**src/rtl/ni_flit_packetizer_if.sv**
```systemverilog
// ---------------------------------------------------------------------------
// ni_flit_packetizer_if
//
// Bundles the processor-side message handshake and the router-side flit
// handshake of the NI flit packetizer.
//
// Parameters:
//   PAYLOAD_FLITS  payload flits per packet; sets the proc_data width (6 bits each)
//
// Signals:
//   proc_valid      processor presents a message
//   proc_ready      packetizer can accept a message this cycle
//   proc_dest       destination node address
//   proc_vc         virtual channel requested at the downstream router
//   proc_data       message payload, 6*PAYLOAD_FLITS bits, chunk 0 in the LSBs
//   flit_out        flit toward the router NI input
//   flit_out_valid  flit_out holds a valid flit
//   noc_ready_in    router accepts the flit this cycle
//
// Modports:
//   slave   the packetizer
//   master  the environment (processor plus router)
// ---------------------------------------------------------------------------
interface ni_flit_packetizer_if #(
    parameter int unsigned PAYLOAD_FLITS = 3
);

    logic                         proc_valid;
    logic                         proc_ready;
    logic [1:0]                   proc_dest;
    logic                         proc_vc;
    logic [6*PAYLOAD_FLITS-1:0]   proc_data;
    logic [7:0]                   flit_out;
    logic                         flit_out_valid;
    logic                         noc_ready_in;

    modport slave (
        input  proc_valid,
        output proc_ready,
        input  proc_dest,
        input  proc_vc,
        input  proc_data,
        output flit_out,
        output flit_out_valid,
        input  noc_ready_in
    );

    modport master (
        output proc_valid,
        input  proc_ready,
        output proc_dest,
        output proc_vc,
        output proc_data,
        input  flit_out,
        input  flit_out_valid,
        output noc_ready_in
    );

endinterface

```
**src/rtl/ni_flit_packetizer.sv**
```systemverilog
// ---------------------------------------------------------------------------
// ni_flit_packetizer
//
// Injection side of the per-node network interface. Accepts one message per
// handshake from the processor and serialises it into a head flit followed by
// PAYLOAD_FLITS-1 body flits and one tail flit, each 8 bits, toward the
// router NI input port.
//
// Flit format: [7:6] type (00 idle, 01 head, 10 body, 11 tail)
//   head      : [5:4] dest, [3:2] NODE_ID, [1] vc, [0] 0
//   body/tail : [5:0] payload chunk, chunk k = proc_data[6k+5:6k], LSB first
//
// Parameters:
//   NODE_ID        this node's address, placed in the head source field
//   PAYLOAD_FLITS  body flits plus tail per packet, legal range 2..8
//
// Ports:
//   clk           system clock, rising edge
//   rst           asynchronous active-low reset
//   bus           ni_flit_packetizer_if.slave (processor and router handshakes)
//   pkt_sent_cnt  [7:0] tail flits transferred, wrapping (only with NI_PKT_CNT_EN)
//
// Optional feature macro: NI_PKT_CNT_EN adds the pkt_sent_cnt output and its
// counter. Without it the block is otherwise identical.
// ---------------------------------------------------------------------------
module ni_flit_packetizer #(
    parameter logic [1:0]  NODE_ID       = 2'b00,
    parameter int unsigned PAYLOAD_FLITS = 3
) (
    input  logic                 clk,
    input  logic                 rst,
    ni_flit_packetizer_if.slave  bus
`ifdef NI_PKT_CNT_EN
    ,
    output logic [7:0]           pkt_sent_cnt
`endif
);

    localparam int unsigned DataW       = 6 * PAYLOAD_FLITS;
    localparam logic [2:0]  LastBodyIdx = 3'(PAYLOAD_FLITS - 2);

    // FSM encoding
    localparam logic [1:0] IDLE = 2'd0;
    localparam logic [1:0] HEAD = 2'd1;
    localparam logic [1:0] BODY = 2'd2;
    localparam logic [1:0] TAIL = 2'd3;

    // Flit type field
    localparam logic [1:0] TypeHead = 2'b01;
    localparam logic [1:0] TypeBody = 2'b10;
    localparam logic [1:0] TypeTail = 2'b11;

    logic [1:0]       state_q, state_d;
    logic [2:0]       idx_q, idx_d;
    logic [1:0]       dest_q, dest_d;
    logic             vc_q, vc_d;
    logic [DataW-1:0] data_q, data_d;

    logic             ready;
    logic             accept;
    logic             flit_valid;
    logic [7:0]       flit;
    logic             xfer;
    logic [5:0]       body_chunk;
    logic [5:0]       tail_chunk;

    // ------------------------------------------------------------------
    // Handshakes
    // ------------------------------------------------------------------
    // proc_ready looks at rst directly so it is low for the whole reset
    // window and rises combinationally as soon as rst deasserts.
    assign ready  = rst && (state_q == IDLE);
    assign accept = bus.proc_valid && ready;
    // noc_ready_in while nothing is presented is simply ignored.
    assign xfer   = flit_valid && bus.noc_ready_in;

    assign bus.proc_ready     = ready;
    assign bus.flit_out       = flit;
    assign bus.flit_out_valid = flit_valid;

    // ------------------------------------------------------------------
    // Payload chunk selection
    // ------------------------------------------------------------------
    always_comb begin
        body_chunk = 6'd0;
        for (int unsigned k = 0; k < PAYLOAD_FLITS - 1; k++) begin
            if (idx_q == k[2:0]) begin
                body_chunk = data_q[6*k +: 6];
            end
        end
    end

    // The tail always carries the last chunk; the index parks at
    // PAYLOAD_FLITS-2 in TAIL and is not used there.
    assign tail_chunk = data_q[DataW-1 -: 6];

    // ------------------------------------------------------------------
    // Flit output, decoded from registered state only, so it holds steady
    // for as long as the router stalls.
    // ------------------------------------------------------------------
    always_comb begin
        flit       = 8'h00;
        flit_valid = 1'b0;
        case (state_q)
            HEAD: begin
                flit       = {TypeHead, dest_q, NODE_ID, vc_q, 1'b0};
                flit_valid = 1'b1;
            end
            BODY: begin
                flit       = {TypeBody, body_chunk};
                flit_valid = 1'b1;
            end
            TAIL: begin
                flit       = {TypeTail, tail_chunk};
                flit_valid = 1'b1;
            end
            default: begin
                flit       = 8'h00;
                flit_valid = 1'b0;
            end
        endcase
    end

    // ------------------------------------------------------------------
    // Next-state logic
    // ------------------------------------------------------------------
    always_comb begin
        state_d = state_q;
        idx_d   = idx_q;
        dest_d  = dest_q;
        vc_d    = vc_q;
        data_d  = data_q;
        case (state_q)
            IDLE: begin
                if (accept) begin
                    // Capture everything; processor inputs are don't-care
                    // for the rest of the packet.
                    dest_d  = bus.proc_dest;
                    vc_d    = bus.proc_vc;
                    data_d  = bus.proc_data;
                    idx_d   = 3'd0;
                    state_d = HEAD;
                end
            end
            HEAD: begin
                if (xfer) begin
                    idx_d   = 3'd0;
                    state_d = BODY;
                end
            end
            BODY: begin
                if (xfer) begin
                    if (idx_q == LastBodyIdx) begin
                        state_d = TAIL;
                    end else begin
                        idx_d = idx_q + 3'd1;
                    end
                end
            end
            TAIL: begin
                if (xfer) begin
                    idx_d   = 3'd0;
                    state_d = IDLE;
                end
            end
            default: begin
                state_d = IDLE;
                idx_d   = 3'd0;
            end
        endcase
    end

    // ------------------------------------------------------------------
    // State registers
    // ------------------------------------------------------------------
    always_ff @(posedge clk or negedge rst) begin
        if (!rst) begin
            state_q <= IDLE;
            idx_q   <= 3'd0;
            dest_q  <= 2'd0;
            vc_q    <= 1'b0;
            data_q  <= '0;
        end else begin
            state_q <= state_d;
            idx_q   <= idx_d;
            dest_q  <= dest_d;
            vc_q    <= vc_d;
            data_q  <= data_d;
        end
    end

`ifdef NI_PKT_CNT_EN
    // ------------------------------------------------------------------
    // Sent-packet counter: one count per tail transfer, wraps at 8 bits.
    // ------------------------------------------------------------------
    logic [7:0] cnt_q, cnt_d;

    always_comb begin
        cnt_d = cnt_q;
        if ((state_q == TAIL) && xfer) begin
            cnt_d = cnt_q + 8'd1;
        end
    end

    always_ff @(posedge clk or negedge rst) begin
        if (!rst) begin
            cnt_q <= 8'd0;
        end else begin
            cnt_q <= cnt_d;
        end
    end

    assign pkt_sent_cnt = cnt_q;
`endif

endmodule

```
**src/flat_wrapper.sv**
```systemverilog
// flat-port wrapper written by rule: the top's interface ports become plain ports
module ni_flit_packetizer_flat 
#(
    parameter logic [1:0]  NODE_ID       = 2'b00,
    parameter int unsigned PAYLOAD_FLITS = 3
)
  (clk, rst, bus_proc_valid, bus_proc_ready, bus_proc_dest, bus_proc_vc, bus_proc_data, bus_flit_out, bus_flit_out_valid, bus_noc_ready_in);
  ni_flit_packetizer_if #(.PAYLOAD_FLITS(PAYLOAD_FLITS)) bus_i ();
  input  logic clk;
  input  logic rst;
  input wire logic [$bits(bus_i.proc_valid)-1:0] bus_proc_valid;
  output wire logic [$bits(bus_i.proc_ready)-1:0] bus_proc_ready;
  input wire logic [$bits(bus_i.proc_dest)-1:0] bus_proc_dest;
  input wire logic [$bits(bus_i.proc_vc)-1:0] bus_proc_vc;
  input wire logic [$bits(bus_i.proc_data)-1:0] bus_proc_data;
  output wire logic [$bits(bus_i.flit_out)-1:0] bus_flit_out;
  output wire logic [$bits(bus_i.flit_out_valid)-1:0] bus_flit_out_valid;
  input wire logic [$bits(bus_i.noc_ready_in)-1:0] bus_noc_ready_in;
  assign bus_i.proc_valid = bus_proc_valid;
  assign bus_proc_ready = bus_i.proc_ready;
  assign bus_i.proc_dest = bus_proc_dest;
  assign bus_i.proc_vc = bus_proc_vc;
  assign bus_i.proc_data = bus_proc_data;
  assign bus_flit_out = bus_i.flit_out;
  assign bus_flit_out_valid = bus_i.flit_out_valid;
  assign bus_i.noc_ready_in = bus_noc_ready_in;
  ni_flit_packetizer #(.NODE_ID(NODE_ID), .PAYLOAD_FLITS(PAYLOAD_FLITS)) u_core (.clk(clk), .rst(rst), .bus(bus_i));
endmodule
```
**config.mk**
```make
export PLATFORM = sky130hd
export DESIGN_NAME = ni_flit_packetizer_flat
export DESIGN_NICKNAME = d
export VERILOG_FILES = /design/src/rtl/ni_flit_packetizer_if.sv /design/src/rtl/ni_flit_packetizer.sv /design/src/flat_wrapper.sv
export SDC_FILE = /design/constraint.sdc
export NUM_CORES = 1
export LEC_CHECK = 0
export BUFFER_PORTS_ARGS = -buffer_cell sky130_fd_sc_hd__buf_2
export CAP_MARGIN = 40
export CELL_PAD_IN_SITES_DETAIL_PLACEMENT = 1
export CELL_PAD_IN_SITES_GLOBAL_PLACEMENT = 2
export CORE_MARGIN = 2
export CORE_UTILIZATION = 36
export CTS_BUF_LIST = sky130_fd_sc_hd__clkbuf_16
export CTS_CLUSTER_SIZE = 20
export DETAILED_ROUTE_END_ITERATION = 10
export PLACE_DENSITY = 0.91
export SYNTH_ARGS = -nofsm -noshare
export SYNTH_HDL_FRONTEND = slang
export SYNTH_SLANG_ARGS = --single-unit
```
**constraint.sdc**
```tcl
create_clock -name clk -period 3.9 [get_ports clk]
set_input_delay 0.585 -clock clk [delete_from_list [all_inputs] [get_ports clk]]
set_output_delay 0.585 -clock clk [all_outputs]
set_load 0.02 [all_outputs]
```
==> run summary <==
CTS
----------------------------------------------------------------------------------------
Number of hold buffers added after CTS                                                 0
Count of clock tree sinks                                                             26
Buffer depth of the longest clock path                                                 2
H-Tree Level Count                                                                     1
Clk Latency, worst-skew pair                                                     0.26 ns
Number of buffers inserted by post-CTS setup repair                                    0
TritonCTS buffer count                                                                 3
Clock tree from TritonCTS                                                            yes
Root buffer cell                                                            sky130_fd_sc_hd__clkbuf_16
Quantity of gates resized following cts                                                0
Clock slew seen by the registers of the worst setup and hold paths               0.06 ns

FINISH
----------------------------------------------------------------------------------------
Layout cells sized above 1                                                         31.5%
Finished Cell Area                                                              1650 µm²
Utilization after layout                                                           45.6%
Most used cells in the layout excluding fill and tap cells                  sky130_fd_sc_hd__buf_2, sky130_fd_sc_hd__dfrtp_1, sky130_fd_sc_hd__mux2_1
Most common library cell in the layout ignoring fill and taps               sky130_fd_sc_hd__buf_2
Count of inserted antenna diode cells                                                  0
Final-stage net count                                                                177
Count of fill cells added during filler insertion                                    393
Signed area change from the synthesized netlist to the final layout                24.3%

FLOORPLANNING
----------------------------------------------------------------------------------------
Initial core utilization                                                           36.7%
Die outline area                                                                4180 µm²
Number of placement rows                                                              22
Count of pins on the block boundary                                                   35
Horiz. Die Dim                                                                   64.6 µm
Die Ht                                                                           64.6 µm
Core Footprint                                                                  3610 µm²

TIMING
----------------------------------------------------------------------------------------
Final slew viol count                                                                  0
Worst-case setup margin in the final layout                                      1.18 ns
Max frequency                                                                  0.368 GHz
Post-Route Skew                                                               0.00496 ns
Setup TNS                                                                           0 ns
Max-slew headroom                                                                  59.6%
Count of endpoints failing hold in the final timing report                             0
Setup violations, final                                                                0
Worst Tran Pin Value                                                            0.606 ns
Final period utilization                                                           69.6%
RSZ-0062 raised after global routing                                               false
Final critical-path required period                                              2.72 ns

LOGIC SYNTHESIS
----------------------------------------------------------------------------------------
Unique masters post-synth                                                             26
Mapped Avg Cell Area                                                            12.1 µm²
Number of cells produced by synthesis                                                109
Register bit count reported by yosys                                                  26
Synthesized net count                                                                142
Part of the Yosys area used for sequential elements                                49.1%
Netlist area before placement                                                   1320 µm²
Synth warnings                                                                         0

ROUTING
----------------------------------------------------------------------------------------
DRC marker count from the first detailed-route iteration                              40
Via count                                                                            970
Wire length per cell                                                             15.4 µm
Post-route antenna net violation count                                                 0
Number of search-and-repair iterations in the first detailed-routing pass              4
DRC violation count after routing                                                      0
Aggregate routed wire length                                                     2.94 mm
Vias per Instance                                                                   5.08

POWER AND IR DROP
----------------------------------------------------------------------------------------
Power density over the cells                                                  856 nW/µm²
Post-layout power                                                              0.00141 W
Lkg Pwr                                                                         0.807 nW
Worst IR Drop VDD                                                               0.305 mV

PLACEMENT
----------------------------------------------------------------------------------------
Post-detailed-placement cell area                                               1530 µm²
Pre-CTS worst setup slack                                                        1.33 ns
Estimated wirelength of the detail-placed design                                 2.17 mm
Buffers on Ports                                                                      34
RD Place Congestion                                                                0.757

WORST SETUP PATH
----------------------------------------------------------------------------------------
Critical Path RT                                                                 3.31 ns
Start-to-end type of the worst setup path                                     reg -> out
Critical path launch point type                                                 register
Sort of element at the end of the critical path                             primary output
Worst Path Arrival                                                               2.13 ns
Largest fanout of any net on the critical path                                         8

GLOBAL ROUTE
----------------------------------------------------------------------------------------
Number of antenna violations at the first check in global routing                      0
Wire length of the first global-routing pass                                     4.70 mm
Vias in the first global route                                                       990
Maximum number of pins on one net before global-route repair                          29
Global-route usage over all layers                                                 15.0%
Aggregate global routing overflow                                                      0

RUN STATUS
----------------------------------------------------------------------------------------
Result of the run                                                              completed

MIN PATH
----------------------------------------------------------------------------------------
Hold Path Class                                                              in -> async

RUN
----------------------------------------------------------------------------------------
Number of maximum-capacitance violations                                               0

[through the flow]
stage,hold slack (ns),std cells
after floorplan,0.289,109
after global placement,0.473,186
after detailed placement,0.483,186
after CTS,0.353,190
after global routing,0.370,191
final,0.333,191
[cell usage after synthesis]
| cell | count | area (µm²) |
|---|---|---|
| sky130_fd_sc_hd__nor2_1 | 8 | 30.0 |
| sky130_fd_sc_hd__a21oi_1 | 3 | 15.0 |
| sky130_fd_sc_hd__buf_6 | 1 | 11.3 |
| sky130_fd_sc_hd__inv_2 | 1 | 3.75 |
| sky130_fd_sc_hd__dfrtp_1 | 26 | 651 |
| sky130_fd_sc_hd__mux2_2 | 1 | 11.3 |
| sky130_fd_sc_hd__nand3b_1 | 1 | 7.51 |
| sky130_fd_sc_hd__ha_1 | 8 | 100 |
| sky130_fd_sc_hd__nor2b_1 | 1 | 6.26 |
| sky130_fd_sc_hd__and2_1 | 1 | 6.26 |
| sky130_fd_sc_hd__mux2_1 | 20 | 225 |
| sky130_fd_sc_hd__nand2b_1 | 1 | 6.26 |
| sky130_fd_sc_hd__nand2b_4 | 1 | 13.8 |
| sky130_fd_sc_hd__a22oi_2 | 1 | 12.5 |
| sky130_fd_sc_hd__mux2_4 | 1 | 15.0 |
| sky130_fd_sc_hd__nand2_1 | 9 | 33.8 |
| sky130_fd_sc_hd__and3_1 | 1 | 6.26 |
| sky130_fd_sc_hd__o21ai_0 | 1 | 5.00 |
| sky130_fd_sc_hd__clkbuf_1 | 2 | 7.51 |
| sky130_fd_sc_hd__o2bb2ai_1 | 1 | 8.76 |
| sky130_fd_sc_hd__a222oi_1 | 7 | 70.1 |
| sky130_fd_sc_hd__a41oi_1 | 1 | 8.76 |
| sky130_fd_sc_hd__inv_1 | 6 | 22.5 |
| sky130_fd_sc_hd__or2_2 | 1 | 6.26 |
| sky130_fd_sc_hd__buf_2 | 2 | 10.0 |
| sky130_fd_sc_hd__mux2i_1 | 3 | 30.0 |
[kinds of logic (layout without fill, tap and decap cells)]
logic type / after synthesis / in the layout / share of synthesized area, %
simple gates: 24 / 24 / 8.79
fa+ha+maj: 8 / 8 / 7.56
mux: 25 / 25 / 21.3
flops: 26 / 26 / 49.1
compound gates: 14 / 14 / 9.07
buf+inv: 12 / 46 / 4.16
[worst max-delay path: stages (launching register included)]
cell and delay [ns]:
sky130_fd_sc_hd__dfrtp_1 0.42, sky130_fd_sc_hd__inv_1 0.14, sky130_fd_sc_hd__ha_1 0.34, sky130_fd_sc_hd__inv_2 0.06
sky130_fd_sc_hd__nor2_1 0.44, sky130_fd_sc_hd__a222oi_1 0.13, sky130_fd_sc_hd__nor2_1 0.16, sky130_fd_sc_hd__buf_2 0.18
[worst paths after layout]
path                                   start           endpoint  slack, ns  cells after the start
hold / removal                           rst    u_core.idx_q[1]       0.33                      1
setup / recovery           u_core.state_q[0]    bus_flit_out[2]       1.18                      7
hold reg to reg             u_core.data_q[6]   u_core.data_q[6]       0.49                      1
setup reg to reg           u_core.state_q[0]  u_core.state_q[1]       1.96                      6
min in group clk            u_core.data_q[6]   u_core.data_q[6]       0.49                      1
max in group asynchronous                rst  u_core.data_q[15]       3.17                      1
[power by group]
part	internal (W)	total, W	switching [W]
Clock	0.000204	0.000294	0.0000897
Combinational	0.000279	0.000641	0.000362
Sequential	0.000399	0.000473	0.0000738
[metal layers]
metal,GRT usage (%),up-vias,wire length (µm)
li1,-,454,-
met1,20.0,481,1340
met2,25.0,31,1440
met3,3.13,4,132
met4,3.99,0,22
met5,0,-,0
[state kept, by name, indices dropped and copies added, names as in the netlist]
name	flops
u_core.data_q	18
u_core.idx_q	3
u_core.dest_q	2
u_core.state_q	2
u_core.vc_q	1
[area by class of cell]
type / instances / area (µm²) / area share [%]
multi-input cells: 71 / 618 / 37.6
flip-flops and latches: 26 / 651 / 39.5
clock inverters: 1 / 30.0 / 1.83
well taps: 48 / 60.1 / 3.65
clock buffers: 3 / 75.1 / 4.56
repair buffers: 35 / 185 / 11.3
inverters: 7 / 26.3 / 1.60
(Power assumes the default switching activity.)
